### src/rtl/cache_pkg.sv
// Shared types for the data-cache miss controller: FSM states, write-policy codes
// and the request descriptor that is latched on a miss.
package cache_pkg;

   typedef enum logic [2:0] {
      IDLE    = 3'd0,
      WB      = 3'd1,
      FILL    = 3'd2,
      FILL_WR = 3'd3,
      WSTORE  = 3'd4,
      RESP    = 3'd5,
      WT      = 3'd6
   } state_t;

   localparam int WB_POLICY = 0;
   localparam int WT_POLICY = 1;

   typedef struct packed {
      logic rd;
      logic byte_acc;
   } op_t;

endpackage

### src/rtl/sat_counter.sv
// Event counter that sticks at all-ones instead of wrapping.
module sat_counter #(
   parameter int W = 16
) (
   input  logic         clk,
   input  logic         rst_n,
   input  logic         inc,
   output logic [W-1:0] count
);

   logic [W-1:0] cnt_q;
   logic [W-1:0] cnt_d;

   always_comb begin
      cnt_d = cnt_q;
      if (inc && !(&cnt_q)) begin
         cnt_d = cnt_q + W'(1);
      end
   end

   always_ff @(posedge clk or negedge rst_n) begin
      if (!rst_n) begin
         cnt_q <= '0;
      end else begin
         cnt_q <= cnt_d;
      end
   end

   assign count = cnt_q;

endmodule

### src/rtl/cache_miss_fsm.sv
// Miss-handling controller for a direct-mapped, one-word-line data cache:
// sequences write-back, fill and write-through traffic over a req/ack memory port.
module cache_miss_fsm
   import cache_pkg::*;
#(
   parameter int WRITE_POLICY = 0,
   parameter int TIMEOUT      = 0,
   parameter int TO_W         = 8,
   parameter int CNT_W        = 16
) (
   input  logic             clk,
   input  logic             rst_n,
   input  logic             cpu_rd,
   input  logic             cpu_wr,
   input  logic             cpu_byte,
   input  logic             cache_hit,
   input  logic             cache_dirty,
   input  logic             mem_ack,
   output logic             stall,
   output logic             rf_we,
   output logic             cache_we,
   output logic             fill_sel,
   output logic             set_valid,
   output logic             set_dirty,
   output logic             mem_addr_sel,
   output logic             mem_req,
   output logic             mem_we,
   output logic             timeout_err,
   output logic [CNT_W-1:0] hit_cnt,
   output logic [CNT_W-1:0] miss_cnt,
   output logic [CNT_W-1:0] wb_cnt
);

   localparam int              TO_LAST_I = (TIMEOUT > 0) ? TIMEOUT - 1 : 0;
   localparam logic [TO_W-1:0] TO_LAST   = TO_W'(TO_LAST_I);
   localparam logic            IS_WB     = (WRITE_POLICY == WB_POLICY);

   state_t          state_q, state_d;
   op_t             op_q, op_d;
   logic [TO_W-1:0] to_cnt_q, to_cnt_d;
   logic            timeout_err_q, timeout_err_d;

   logic req_rd, req_wr, req, wait_st, to_abort;

   // Requests are masked during reset so every output is forced low while rst_n is asserted.
   // A simultaneous rd/wr is resolved as a read.
   assign req_rd   = rst_n & cpu_rd;
   assign req_wr   = rst_n & cpu_wr & ~cpu_rd;
   assign req      = req_rd | req_wr;
   assign wait_st  = (state_q == WB) || (state_q == FILL) || (state_q == WT);
   assign to_abort = (TIMEOUT > 0) && wait_st && !mem_ack && (to_cnt_q == TO_LAST);

   always_ff @(posedge clk or negedge rst_n) begin
      if (!rst_n) begin
         state_q       <= IDLE;
         op_q          <= '0;
         to_cnt_q      <= '0;
         timeout_err_q <= 1'b0;
      end else begin
         state_q       <= state_d;
         op_q          <= op_d;
         to_cnt_q      <= to_cnt_d;
         timeout_err_q <= timeout_err_d;
      end
   end

   always_comb begin
      state_d = state_q;
      op_d    = op_q;
      case (state_q)
         IDLE: begin
            if (req && cache_hit) begin
               if (req_wr && !IS_WB) state_d = WT;
            end else if (req) begin
               op_d.rd       = req_rd;
               op_d.byte_acc = cpu_byte;
               if (IS_WB) begin
                  if (cache_dirty)              state_d = WB;
                  else if (req_rd || cpu_byte)  state_d = FILL;
               end else begin
                  state_d = req_rd ? FILL : WT;
               end
            end
         end
         WB: begin
            if (mem_ack)       state_d = (op_q.rd || op_q.byte_acc) ? FILL : WSTORE;
            else if (to_abort) state_d = IDLE;
         end
         FILL: begin
            if (mem_ack)       state_d = FILL_WR;
            else if (to_abort) state_d = IDLE;
         end
         FILL_WR: state_d = op_q.rd ? RESP : WSTORE;
         WSTORE:  state_d = IDLE;
         RESP:    state_d = IDLE;
         WT: begin
            if (mem_ack || to_abort) state_d = IDLE;
         end
         default: state_d = IDLE;
      endcase

      // Counter restarts on every state change, so each wait state gets a fresh budget.
      if (state_d != state_q)        to_cnt_d = '0;
      else if (wait_st && !mem_ack)  to_cnt_d = to_cnt_q + TO_W'(1);
      else                           to_cnt_d = to_cnt_q;

      timeout_err_d = timeout_err_q | to_abort;
   end

   always_comb begin
      stall        = 1'b0;
      rf_we        = 1'b0;
      cache_we     = 1'b0;
      fill_sel     = 1'b0;
      set_valid    = 1'b0;
      set_dirty    = 1'b0;
      mem_addr_sel = 1'b0;
      mem_req      = 1'b0;
      mem_we       = 1'b0;
      case (state_q)
         IDLE: begin
            if (req && cache_hit) begin
               if (req_rd) begin
                  rf_we = 1'b1;
               end else begin
                  cache_we  = 1'b1;
                  fill_sel  = 1'b1;
                  set_valid = 1'b1;
                  set_dirty = IS_WB;
                  stall     = !IS_WB;
               end
            end else if (req) begin
               stall = 1'b1;
               // Clean word-store miss overwrites the whole line, so no fetch is needed.
               if (IS_WB && !cache_dirty && req_wr && !cpu_byte) begin
                  cache_we  = 1'b1;
                  fill_sel  = 1'b1;
                  set_valid = 1'b1;
                  set_dirty = 1'b1;
                  stall     = 1'b0;
               end
            end
         end
         WB: begin
            mem_req      = 1'b1;
            mem_we       = 1'b1;
            mem_addr_sel = 1'b1;
            stall        = !to_abort;
         end
         FILL: begin
            mem_req = 1'b1;
            stall   = !to_abort;
         end
         FILL_WR: begin
            cache_we  = 1'b1;
            set_valid = 1'b1;
            stall     = 1'b1;
         end
         WSTORE: begin
            cache_we  = 1'b1;
            fill_sel  = 1'b1;
            set_valid = 1'b1;
            set_dirty = 1'b1;
         end
         RESP: rf_we = 1'b1;
         WT: begin
            mem_req = 1'b1;
            mem_we  = 1'b1;
            stall   = !mem_ack && !to_abort;
         end
         default: ;
      endcase
   end

   assign timeout_err = timeout_err_q;

   sat_counter #(.W(CNT_W)) u_hit_cnt (
      .clk   (clk),
      .rst_n (rst_n),
      .inc   ((state_q == IDLE) && req && cache_hit),
      .count (hit_cnt)
   );

   sat_counter #(.W(CNT_W)) u_miss_cnt (
      .clk   (clk),
      .rst_n (rst_n),
      .inc   ((state_q == IDLE) && req && !cache_hit),
      .count (miss_cnt)
   );

   sat_counter #(.W(CNT_W)) u_wb_cnt (
      .clk   (clk),
      .rst_n (rst_n),
      .inc   ((state_q == WB) && mem_ack),
      .count (wb_cnt)
   );

endmodule

### config.mk
export PLATFORM = sky130hd
export DESIGN_NAME = cache_miss_fsm
export DESIGN_NICKNAME = d
export VERILOG_FILES = /design/src/rtl/cache_pkg.sv /design/src/rtl/sat_counter.sv /design/src/rtl/cache_miss_fsm.sv
export SDC_FILE = /design/constraint.sdc
export NUM_CORES = 1
export LEC_CHECK = 0
export BUFFER_PORTS_ARGS = -buffer_cell sky130_fd_sc_hd__buf_2
export CORE_UTILIZATION = 40
export DETAILED_ROUTE_END_ITERATION = 16
export HOLD_SLACK_MARGIN = 0.03
export PLACE_DENSITY = 0.62
export SLEW_MARGIN = 20
export SYNTH_ARGS = -nofsm -noshare
export SYNTH_HDL_FRONTEND = slang
export SYNTH_SLANG_ARGS = --single-unit
### constraint.sdc
create_clock -name clk -period 1.91 [get_ports clk]
set_input_delay 0.0955 -clock clk [delete_from_list [all_inputs] [get_ports clk]]
set_output_delay 0.0955 -clock clk [all_outputs]
set_load 0.05 [all_outputs]
==> results.cfg, run 1 <==
[logic_synthesis]
synthArstFlopShare_pct = 100
synth_edf_count = 0
synth_warnings = 0
synth_seq_area_share_pct = 49.8
syn-cell-area_um2 = 2660
synth.avg_cell_area_um2 = 10.3
synth.distinct_cells = 40
ys_ff_latch = 53
ys.flop_type = dfrtp_1
syn_nets = 270
synthCells = 259

[sta]
hold_viol = 0
period_share_pct = 97.8
rsz0062_at_grt = true
worstMarginPinSlew_ns = 0.690
maxSlewViolCount = 0
fin_crit_ns = 1.87
max_freq_mhz = 535
skew_ns = 0.00649
max-slew-margin-rel_pct = 54.0
setup_viol = 0
finalSetupTns_ns = 0

[grt]
antenna_found_initial = 0
grt_pass1_vias = 2116
grt_pass1_wl_mm = 9.94
overflow = 0
grt_max_degree = 55
grtUsageTotal_pct = 17.3

[clock_network]
cts_tree = done
cts_buffers = 5
clock_sinks = 53
cts_max_level = 2
ctsHoldBuffers = 0
insertion_delay_ns = 0.30
clkTransAtPathRegs_ns = 0.09
cts.path.max_buffers = 2
clockRootBuffer = clkbuf_8

[drt]
via_count = 2215
drtIter0Drc = 71
routedWlPerCell_um = 13.6
final_antenna_net_count = 0
via_per_inst = 5.19
totalWireLength_mm = 5.81
dr.pass1.iters = 4
drcViolationCount = 0

[floorplan]
dieArea_um2 = 6990
core-area_um2 = 6390
ios = 66
rows = 29
start_util_pct = 41.7
dieHeight_um = 83.6
die_x_um = 83.6

[finish]
syn_to_final_growth_pct = 30.5
fin_util_pct = 54.4
diodes = 0
fillers = 590
drive_above_1_share_pct = 39.1
nets = 360

[placed_design]
io_buffers = 64
gp_congestion = 0.770
hpwl_mm = 4.16

[critical_path]
start_kind = flip-flop
worstSetupPathType = flip-flop to flip-flop
critPathArrivalTime_ns = 2.06
cp-end-kind = flip-flop
worstPathRequired_ns = 2.11
critPathMaxFanout = 4

[pwr]
p_total_mw = 4.28
p_per_area_nw_per_um2 = 1230
ir_drop_mv = 1.22
p_leak_nw = 1.71

[run]
drv_cap = 0

[outcome]
status = complete, no violations

[hold_path]
hp-class = input port to async pin
## layout make-up
cell class / count / area (um^2) / share of cell area [%]
multi-input cells: 188 / 1340 / 38.6
flip-flops and latches: 53 / 1340 / 38.5
repair buffers: 91 / 539 / 15.5
well taps: 77 / 96.3 / 2.77
clock buffers: 7 / 86.3 / 2.49
inverters: 10 / 41.3 / 1.19
clock inverters: 1 / 30.0 / 0.865
## cells by family (layout without fill, tap and decap cells)
kind of cell    Yosys count  after routing  synth area share, %
fa+ha+maj                 3              3                 1.41
xor+xnor                 41             41                 13.5
compound gates           24             24                 6.02
mux                       6              6                 2.54
other cells               1              1                0.141
simple gates            113            113                 23.4
buf+inv                  18            109                 3.15
flops                    53             53                 49.8
## where the power goes
part	switching [mW]	total, mW	internal (mW)	leakage (nW)
combinational	1.40	2.00	0.599	0.963
clock	0.354	0.782	0.428	0.0585
sequential	0.187	1.50	1.31	0.689
## Yosys cell counts, types with 2 or more instances
| cell type | number | area (um^2) |
|---|---|---|
| and2_1 | 3 | 18.8 |
| nor2_1 | 20 | 75.1 |
| dfrtp_1 | 53 | 1330 |
| clkbuf_1 | 3 | 11.3 |
| and3_1 | 8 | 50.1 |
| nand3_1 | 17 | 85.1 |
| nand4_1 | 19 | 119 |
| o211a_1 | 2 | 20.0 |
| mux2_2 | 6 | 67.6 |
| nand2_1 | 24 | 90.1 |
| inv_1 | 10 | 37.5 |
| a21oi_1 | 8 | 40.0 |
| and4_1 | 4 | 35.0 |
| nor3_1 | 6 | 30.0 |
| buf_4 | 4 | 30.0 |
| o21ai_0 | 5 | 25.0 |
| ha_1 | 3 | 37.5 |
| nor3b_1 | 2 | 15.0 |
| a31o_2 | 2 | 17.5 |
| xor2_1 | 11 | 96.3 |
| xnor2_1 | 30 | 263 |
## path summary, 6_finish.rpt
check / start / to / slack, ns / cells past startpoint
worst max-delay path: state_q[2]$_DFFE_PN0P_ / u_miss_cnt.count[8]$_DFFE_PN0P_ / 0.04 / 6
worst min-delay path: rst_n / u_miss_cnt.count[12]$_DFFE_PN0P_ / 0.08 / 3
worst max register to register: state_q[2]$_DFFE_PN0P_ / u_miss_cnt.count[8]$_DFFE_PN0P_ / 0.04 / 6
worst min register to register: u_miss_cnt.count[8]$_DFFE_PN0P_ / u_miss_cnt.count[8]$_DFFE_PN0P_ / 0.48 / 1
max in group asynchronous: rst_n / u_hit_cnt.count[0]$_DFFE_PN0P_ / 1.34 / 3
min in group clk: cpu_byte / op_q[0]$_DFFE_PN0P_ / 0.08 / 2
## layer usage
layer  global-route usage [%]  vias to the layer above  share of wire [%]
met5                        0                        -                  0
met3                     3.56                        9                3.9
li1                         -                     1084                  -
met1                     25.2                     1072                 50
met2                     25.6                       50                 44
met4                     5.55                        0                1.5
## placed cells by master, fill, tap and decap left out, drive strengths merged, types with 2 or more instances in the layout
master,n
inv,9
o211a,2
clkbuf,7
nand3,17
and2,3
and4,4
o21ai,6
ha,3
a31o,2
nor2,20
mux2,6
xor2,11
xnor2,30
nand2,24
and3,8
nor3,7
nor3b,2
dfrtp,53
buf,91
nand4,20
a21oi,8
## critical path, cell delays in order, from the launching register on
cell and delay [ns]:
dfrtp_1 0.38, or4b_4 0.60, nor3_4 0.19, and4_4 0.26, buf_6 0.12, nand4_4 0.10
xnor2_1 0.13
## registers in the layout, summed over array words and instances, names as in the netlist
register and flops:
state_q 3, u_miss_cnt.count 16, u_wb_cnt.count 16, u_hit_cnt.count 16, op_q 2
## stage by stage
stage | setup WS (ns) | hold WS (ns) | area (um^2) | instances
finish | 0.0420 | 0.0786 | 3470 | 427
global route | -0.0302 | 0.0741 | 3470 | 427
CTS | 0.00459 | 0.0707 | 3400 | 424
detailed placement | -0.00731 | 0.386 | 3280 | 415
global placement | 0.0124 | 0.383 | 3280 | 415
floorplan | -0.0986 | -0.200 | 2730 | 259
## what timing repair did
action	4_1_cts	5_1_grt
pin swaps	1	7
resized for setup	0	10
cloned	0	0
endpoints found under the setup margin	2	20
endpoints found under the hold margin	0	0
buffers inserted	1	3
Note: power is estimated with default switching activity, not from simulation.
==> inputs of run 2 (changes only) <==
CORE_MARGIN = 8   (was unset)
PLACE_DENSITY = unset   (was 0.62)
SYNTH_HIERARCHICAL = 1   (was unset)
==> run 2 against run 1 <==
  * Critical path type unchanged
  * Final cell count is 9.4% higher
  * Highest routed layer unchanged
  * Synthesized area grew 14%
  * Largest cell class unchanged
  * Total power grew 4.5%
  * Count of clock-buffer cells in the layout did not move
  * Sequential share of layout area down 3.6 points
  * Maximum frequency up 4.2%
  * Final area increased by 11%
==> results.cfg, run 2 <==
[critical_path]
start_kind = flip-flop
r2r_start = state_q[2]$_DFFE_PN0P_
cp_num_buf_inv = 2
cp-startpoint = state_q[2]$_DFFE_PN0P_
slowest_stage = dfrtp_1
cpPeakStageDelay_ns = 0.44
timing.rr.end = u_wb_cnt/count[12]$_DFFE_PN0P_
crit_cells = 8
worstSetupPathType = flip-flop to flip-flop
cp-end-kind = flip-flop
cp_cell_sequence = buf_6 -> nor3b_4 -> nand2_2 -> inv_2 -> and4_4 -> and2_4 -> nand2_1 -> mux2_2
reg2reg_depth = 8
regToRegSetupSlack_ns = 0.12
critPathArrivalTime_ns = 2.00
critPathMaxFanout = 3
path_delay_family = simple AND/OR/NAND/NOR gates
endpoint = u_wb_cnt/count[12]$_DFFE_PN0P_
worstPathRequired_ns = 2.12

[clock_network]
clock_sinks = 53
insertion_delay_ns = 0.31
clockRootBuffer = clkbuf_8
cts_max_level = 2
clkTransAtPathRegs_ns = 0.10
cts_buffers = 5
cts.path.max_buffers = 2
cts_tree = done

[sta]
fin_crit_ns = 1.79
hold_viol = 0
max_freq_mhz = 558
skew_ns = 0.00941
fin_ws_ns = 0.118
setup_viol = 0
period_share_pct = 93.8
rsz0062_at_grt = true
maxSlewViolCount = 0

[floorplan]
dieHeight_um = 103
ios = 66
die_x_um = 103
dieArea_um2 = 10600
start_util_pct = 41.6
rows = 31
core-area_um2 = 7290

[finish]
diodes = 0
fin_area_um2 = 3840
nets = 378
fillers = 695
layout_commonest_cell = buf_2
mostFrequentLayoutCells = buf_2 (63), dfrtp_1 (40), nor2_1 (22)
final_cell_count_no_fill = 467
drive_above_1_share_pct = 44.3
syn_to_final_growth_pct = 26.6

[placed_design]
io_buffers = 64
hpwl_mm = 5.37
gp_congestion = 0.810
place_ws_ns = -0.00573
dp_cells = 454
placed_area_um2 = 3590

[grt]
grt_max_degree = 35
grt_pass1_wl_mm = 11.7
grtUsageTotal_pct = 13.9
overflow = 0
antenna_found_initial = 0
grt_pass1_vias = 2387

[drt]
drtIter0Drc = 43
final_antenna_net_count = 0
routedWlPerCell_um = 15.3
totalWireLength_mm = 7.13
via_count = 2434
dr.pass1.iters = 4
via_per_inst = 5.21
drcViolationCount = 0

[logic_synthesis]
synth_simple_gate_area_share_pct = 29.2
synth.distinct_cells = 61
synthTopCellsByCount = dfrtp_1 (53), nor2_1 (22), nand2_1 (20), xor2_1 (20), nand3_1 (17)
synthArstFlopShare_pct = 100
synth_seq_area_share_pct = 43.7
synth_top_area_share_pct = 43.7
syn_nets = 292
syn-cell-area_um2 = 3040
synth_warnings = 6
ys_ff_latch = 53
synth_top_family_by_area = simple AND/OR/NAND/NOR gates
synthXorXnorAreaFrac_pct = 8.36
synthTopCellsByArea = dfrtp_1 (44%), xor2_1 (5.8%), mux2_2 (3.3%), nand3_1 (2.8%), nor2_1 (2.7%)
yosysMostFrequentCell = dfrtp_1
synth.avg_cell_area_um2 = 10.8
synth_compound_area_share_pct = 10.5
synth.area.mux_share_pct = 4.20
ys.flop_type = dfrtp_1
synth_adder_area_share_pct = 1.24
yosys.area.top_type = dfrtp_1
synth_edf_count = 0
synthCells = 281

[run]
drv_cap = 0

[pwr]
p_leak_nw = 1.89
p_per_area_nw_per_um2 = 1160
ir_drop_mv = 0.362

[hold_path]
hp-class = input port to flip-flop

[outcome]
status = complete, no violations
## run 2: power breakdown
group | switching (mW) | internal [mW] | leakage (nW)
Combinational | 1.43 | 0.670 | 1.14
Clock | 0.375 | 0.428 | 0.0585
Sequential | 0.253 | 1.32 | 0.693
## run 2: area by class of cell
type	instances	area [um^2]	share of cell area, %
multi-input cells	215	1720	44.9
well taps	99	124	3.22
clock buffers	7	86.3	2.25
inverters	5	18.8	0.488
repair buffers	87	518	13.5
flip-flops and latches	53	1340	34.9
clock inverters	1	30.0	0.781
## run 2: repair_timing
item / CTS / global route
endpoints found under the setup margin: 2 / 33
pin swaps: 0 / 6
hold buffers: 3 / 0
endpoints found under the hold margin: 53 / 0
setup buffers: 0 / 3
gates resized for setup: 1 / 16
## run 2: cell families after synthesis
kind of cell / after synthesis
buffers and inverters: 13
adder cells (fa/ha/maj): 3
flip-flops: 53
AND/OR/NAND/NOR: 131
AO/OA/AOI/OAI: 40
multiplexers: 11
other: 1
XOR/XNOR: 29
## run 2: through the flow
step	util (%)	TNS [ns]	hold slack [ns]	power, mW
floorplan	-	-2.71	-0.200	3.11
global placement	49.2	0	0.135	3.59
detailed placement	49.2	-0.00573	0.128	3.61
CTS	51.5	0	0.0574	4.43
global route	52.7	-0.0134	0.0675	4.73
finish	52.7	0	0.0695	4.47
## run 2: layer usage
| layer | vias to the layer above | GRT usage, % | wire [um] |
|---|---|---|---|
| li1 | 1206 | - | - |
| met3 | 8 | 2.57 | 413 |
| met4 | 0 | 5.67 | 117 |
| met1 | 1164 | 18.4 | 3340 |
| met2 | 56 | 21.6 | 3260 |
| met5 | - | 0 | 0 |
## run 2: how the worst min path moves through the flow
stage          startpoint                      to  slack (ns)  cells past startpoint
6_report         cpu_byte     op_q[0]$_DFFE_PN0P_        0.07                      2
5_1_grt          cpu_byte     op_q[0]$_DFFE_PN0P_        0.07                      2
4_1_cts          cpu_byte     op_q[0]$_DFFE_PN0P_        0.06                      2
3_5_place_dp        rst_n  state_q[2]$_DFFE_PN0P_        0.13                      2
3_3_place_gp        rst_n  state_q[2]$_DFFE_PN0P_        0.14                      2
2_1_floorplan       rst_n     op_q[0]$_DFFE_PN0P_       -0.20                      0
==> inputs of run 3 (changes only) <==
clock period = 2 ns   (was 1.91 ns; I/O delays follow)
==> run 3 against run 2 <==
  * Sequential power decreased by 5%
  * Total power decreased by 7.3%
  * Register-to-register slack about the same
  * Non-clock buffer count decreased by 10
  * Global-route usage decreased by 0.91 points
  * Sequential cell count unchanged
  * Highest routed layer unchanged
  * Sequential share of layout area increased by 1.0 points
  * Die area unchanged
  * Clock power decreased by 4.4%
  * Worst hold slack got worse by 0.0015 ns
  * Core utilization decreased by 2.0 points
==> results.cfg, run 3 (synthesis results as in run 2) <==
[outcome]
status = complete, no violations

[sta]
skew_ns = 0.0123
maxSlewViolCount = 0
finalSetupTns_ns = 0
max-slew-margin-rel_pct = 55.5
hold_viol = 0
fin_crit_ns = 1.88
setup_viol = 0
rsz0062_at_grt = false
worstMarginPinSlew_ns = 0.667
max_freq_mhz = 533
period_share_pct = 93.8

[finish]
syn_to_final_growth_pct = 21.8
diodes = 0
layout_commonest_cell = buf_2
drive_above_1_share_pct = 39.7
final_cell_count_no_fill = 457
nets = 368
fin_util_pct = 50.7
mostFrequentLayoutCells = buf_2 (64), dfrtp_1 (51), nor2_1 (22)

[run]
drv_cap = 0

[critical_path]
worstSetupPathType = flip-flop to flip-flop
cp_cell_sequence = buf_4 -> nor3b_4 -> nand2_2 -> inv_2 -> and4_4 -> and3_4 -> nand4_1 -> xnor2_1
critPathArrivalTime_ns = 2.07
cpPeakStageDelay_ns = 0.39
slowest_stage = dfrtp_1
critPathMaxFanout = 8
cp-end-kind = flip-flop
start_kind = flip-flop
worstPathRequired_ns = 2.20

[drt]
dr.pass1.iters = 4
via_per_inst = 5.19
drtIter0Drc = 65
via_count = 2372
routedWlPerCell_um = 14.9
totalWireLength_mm = 6.81
final_antenna_net_count = 0
drcViolationCount = 0

[placed_design]
dp_cells = 447
io_buffers = 64
gp_congestion = 0.779
hpwl_mm = 5.14

[hold_path]
hp-class = input port to flip-flop

[grt]
grt_pass1_wl_mm = 11.0
grtUsageTotal_pct = 13.0
overflow = 0
grt_max_degree = 53
antenna_found_initial = 0
grt_pass1_vias = 2273

[clock_network]
cts_buffers = 5
clockRootBuffer = clkbuf_8
clock_sinks = 53
insertion_delay_ns = 0.30
clkTransAtPathRegs_ns = 0.10
cts_tree = done
cts.path.max_buffers = 2
cts_max_level = 2

[floorplan]
dieArea_um2 = 10600
die_x_um = 103
dieHeight_um = 103
start_util_pct = 41.6
rows = 31
core-area_um2 = 7290
ios = 66

[pwr]
p_sw_share_pct = 46.4
p_int_mw = 2.22
p_per_area_nw_per_um2 = 1120
combPwrFrac_pct = 45.6
switching_power_mw = 1.93
ir_drop_mv = 0.347
seq_power_share_pct = 35.9
clockPowerShare_pct = 18.5
p_leak_nw = 1.83
-- run 3: through the flow --
stage / setup WS, ns / hold WS [ns] / total power, mW / area (um^2)
after detailed placement: 0.0840 / -0.0920 / 3.39 / 3520
after floorplan: -0.203 / -0.196 / 2.96 / 3060
after global routing: 0.00361 / 0.0541 / 4.38 / 3700
after global placement: 0.0852 / -0.0927 / 3.38 / 3520
after CTS: 0.0292 / 0.0522 / 4.18 / 3650
final: 0.125 / 0.0680 / 4.15 / 3700
-- run 3: area by class of cell --
| type | count | area (um^2) |
|---|---|---|
| Fill cell | 733 | 3590 |
| Inverter | 5 | 18.8 |
| Tap cell | 99 | 124 |
| Timing Repair Buffer | 77 | 420 |
| Clock inverter | 2 | 37.5 |
| Multi-Input combinational cell | 215 | 1690 |
| Sequential cell | 53 | 1330 |
| Clock buffer | 6 | 82.6 |
-- run 3: per-layer routing --
metal | vias to the layer above | track usage [%] | part of all wire (%)
li1 | 1176 | - | -
met1 | 1146 | 17.1 | 46
met2 | 48 | 20.4 | 47
met3 | 2 | 3.24 | 6.1
met4 | 0 | 3.67 | 0.59
met5 | - | 0 | 0
-- run 3: final timing paths --
kind                                                     start                         endpoint  slack [ns]  cells after the start
worst min-delay path                                  cpu_byte              op_q[0]$_DFFE_PN0P_        0.07                      2
max in group asynchronous                                rst_n  u_miss_cnt/count[0]$_DFFE_PN0P_        0.99                      3
worst max-delay path                    state_q[1]$_DFFE_PN0P_   u_wb_cnt/count[13]$_DFFE_PN0P_        0.12                      8
worst min register to register  u_hit_cnt/count[0]$_DFFE_PN0P_   u_hit_cnt/count[0]$_DFFE_PN0P_        0.52                      1
min in group asynchronous                                rst_n           state_q[2]$_DFFE_PN0P_        0.14                      2
worst max register to register          state_q[1]$_DFFE_PN0P_   u_wb_cnt/count[13]$_DFFE_PN0P_        0.12                      8
-- run 3: critical path, delay by kind of cell, from the launching register on --
kind                      cells  cell delay [ns]
and+or+nand+nor               5             0.92
buffers and inverters         2             0.29
DFF                           1             0.39
xor gates and xnor gates      1             0.17
-- run 3: power by group through the flow --
stage,Combinational (mW),Clock [mW],Sequential [mW]
detailed placement,1.89,0,1.50
finish,1.89,0.768,1.49
global placement,1.87,0,1.51
global route,2.01,0.846,1.53
CTS,1.89,0.803,1.49
floorplan,1.05,0,1.92
-- run 3: timing repair --
| item | CTS | global route |
|---|---|---|
| resized for setup | 0 | 8 |
| endpoints found under the hold margin | 53 | 0 |
| buffers inserted | 0 | 1 |
| hold buffers | 1 | 0 |
| setup endpoints to repair | 0 | 11 |
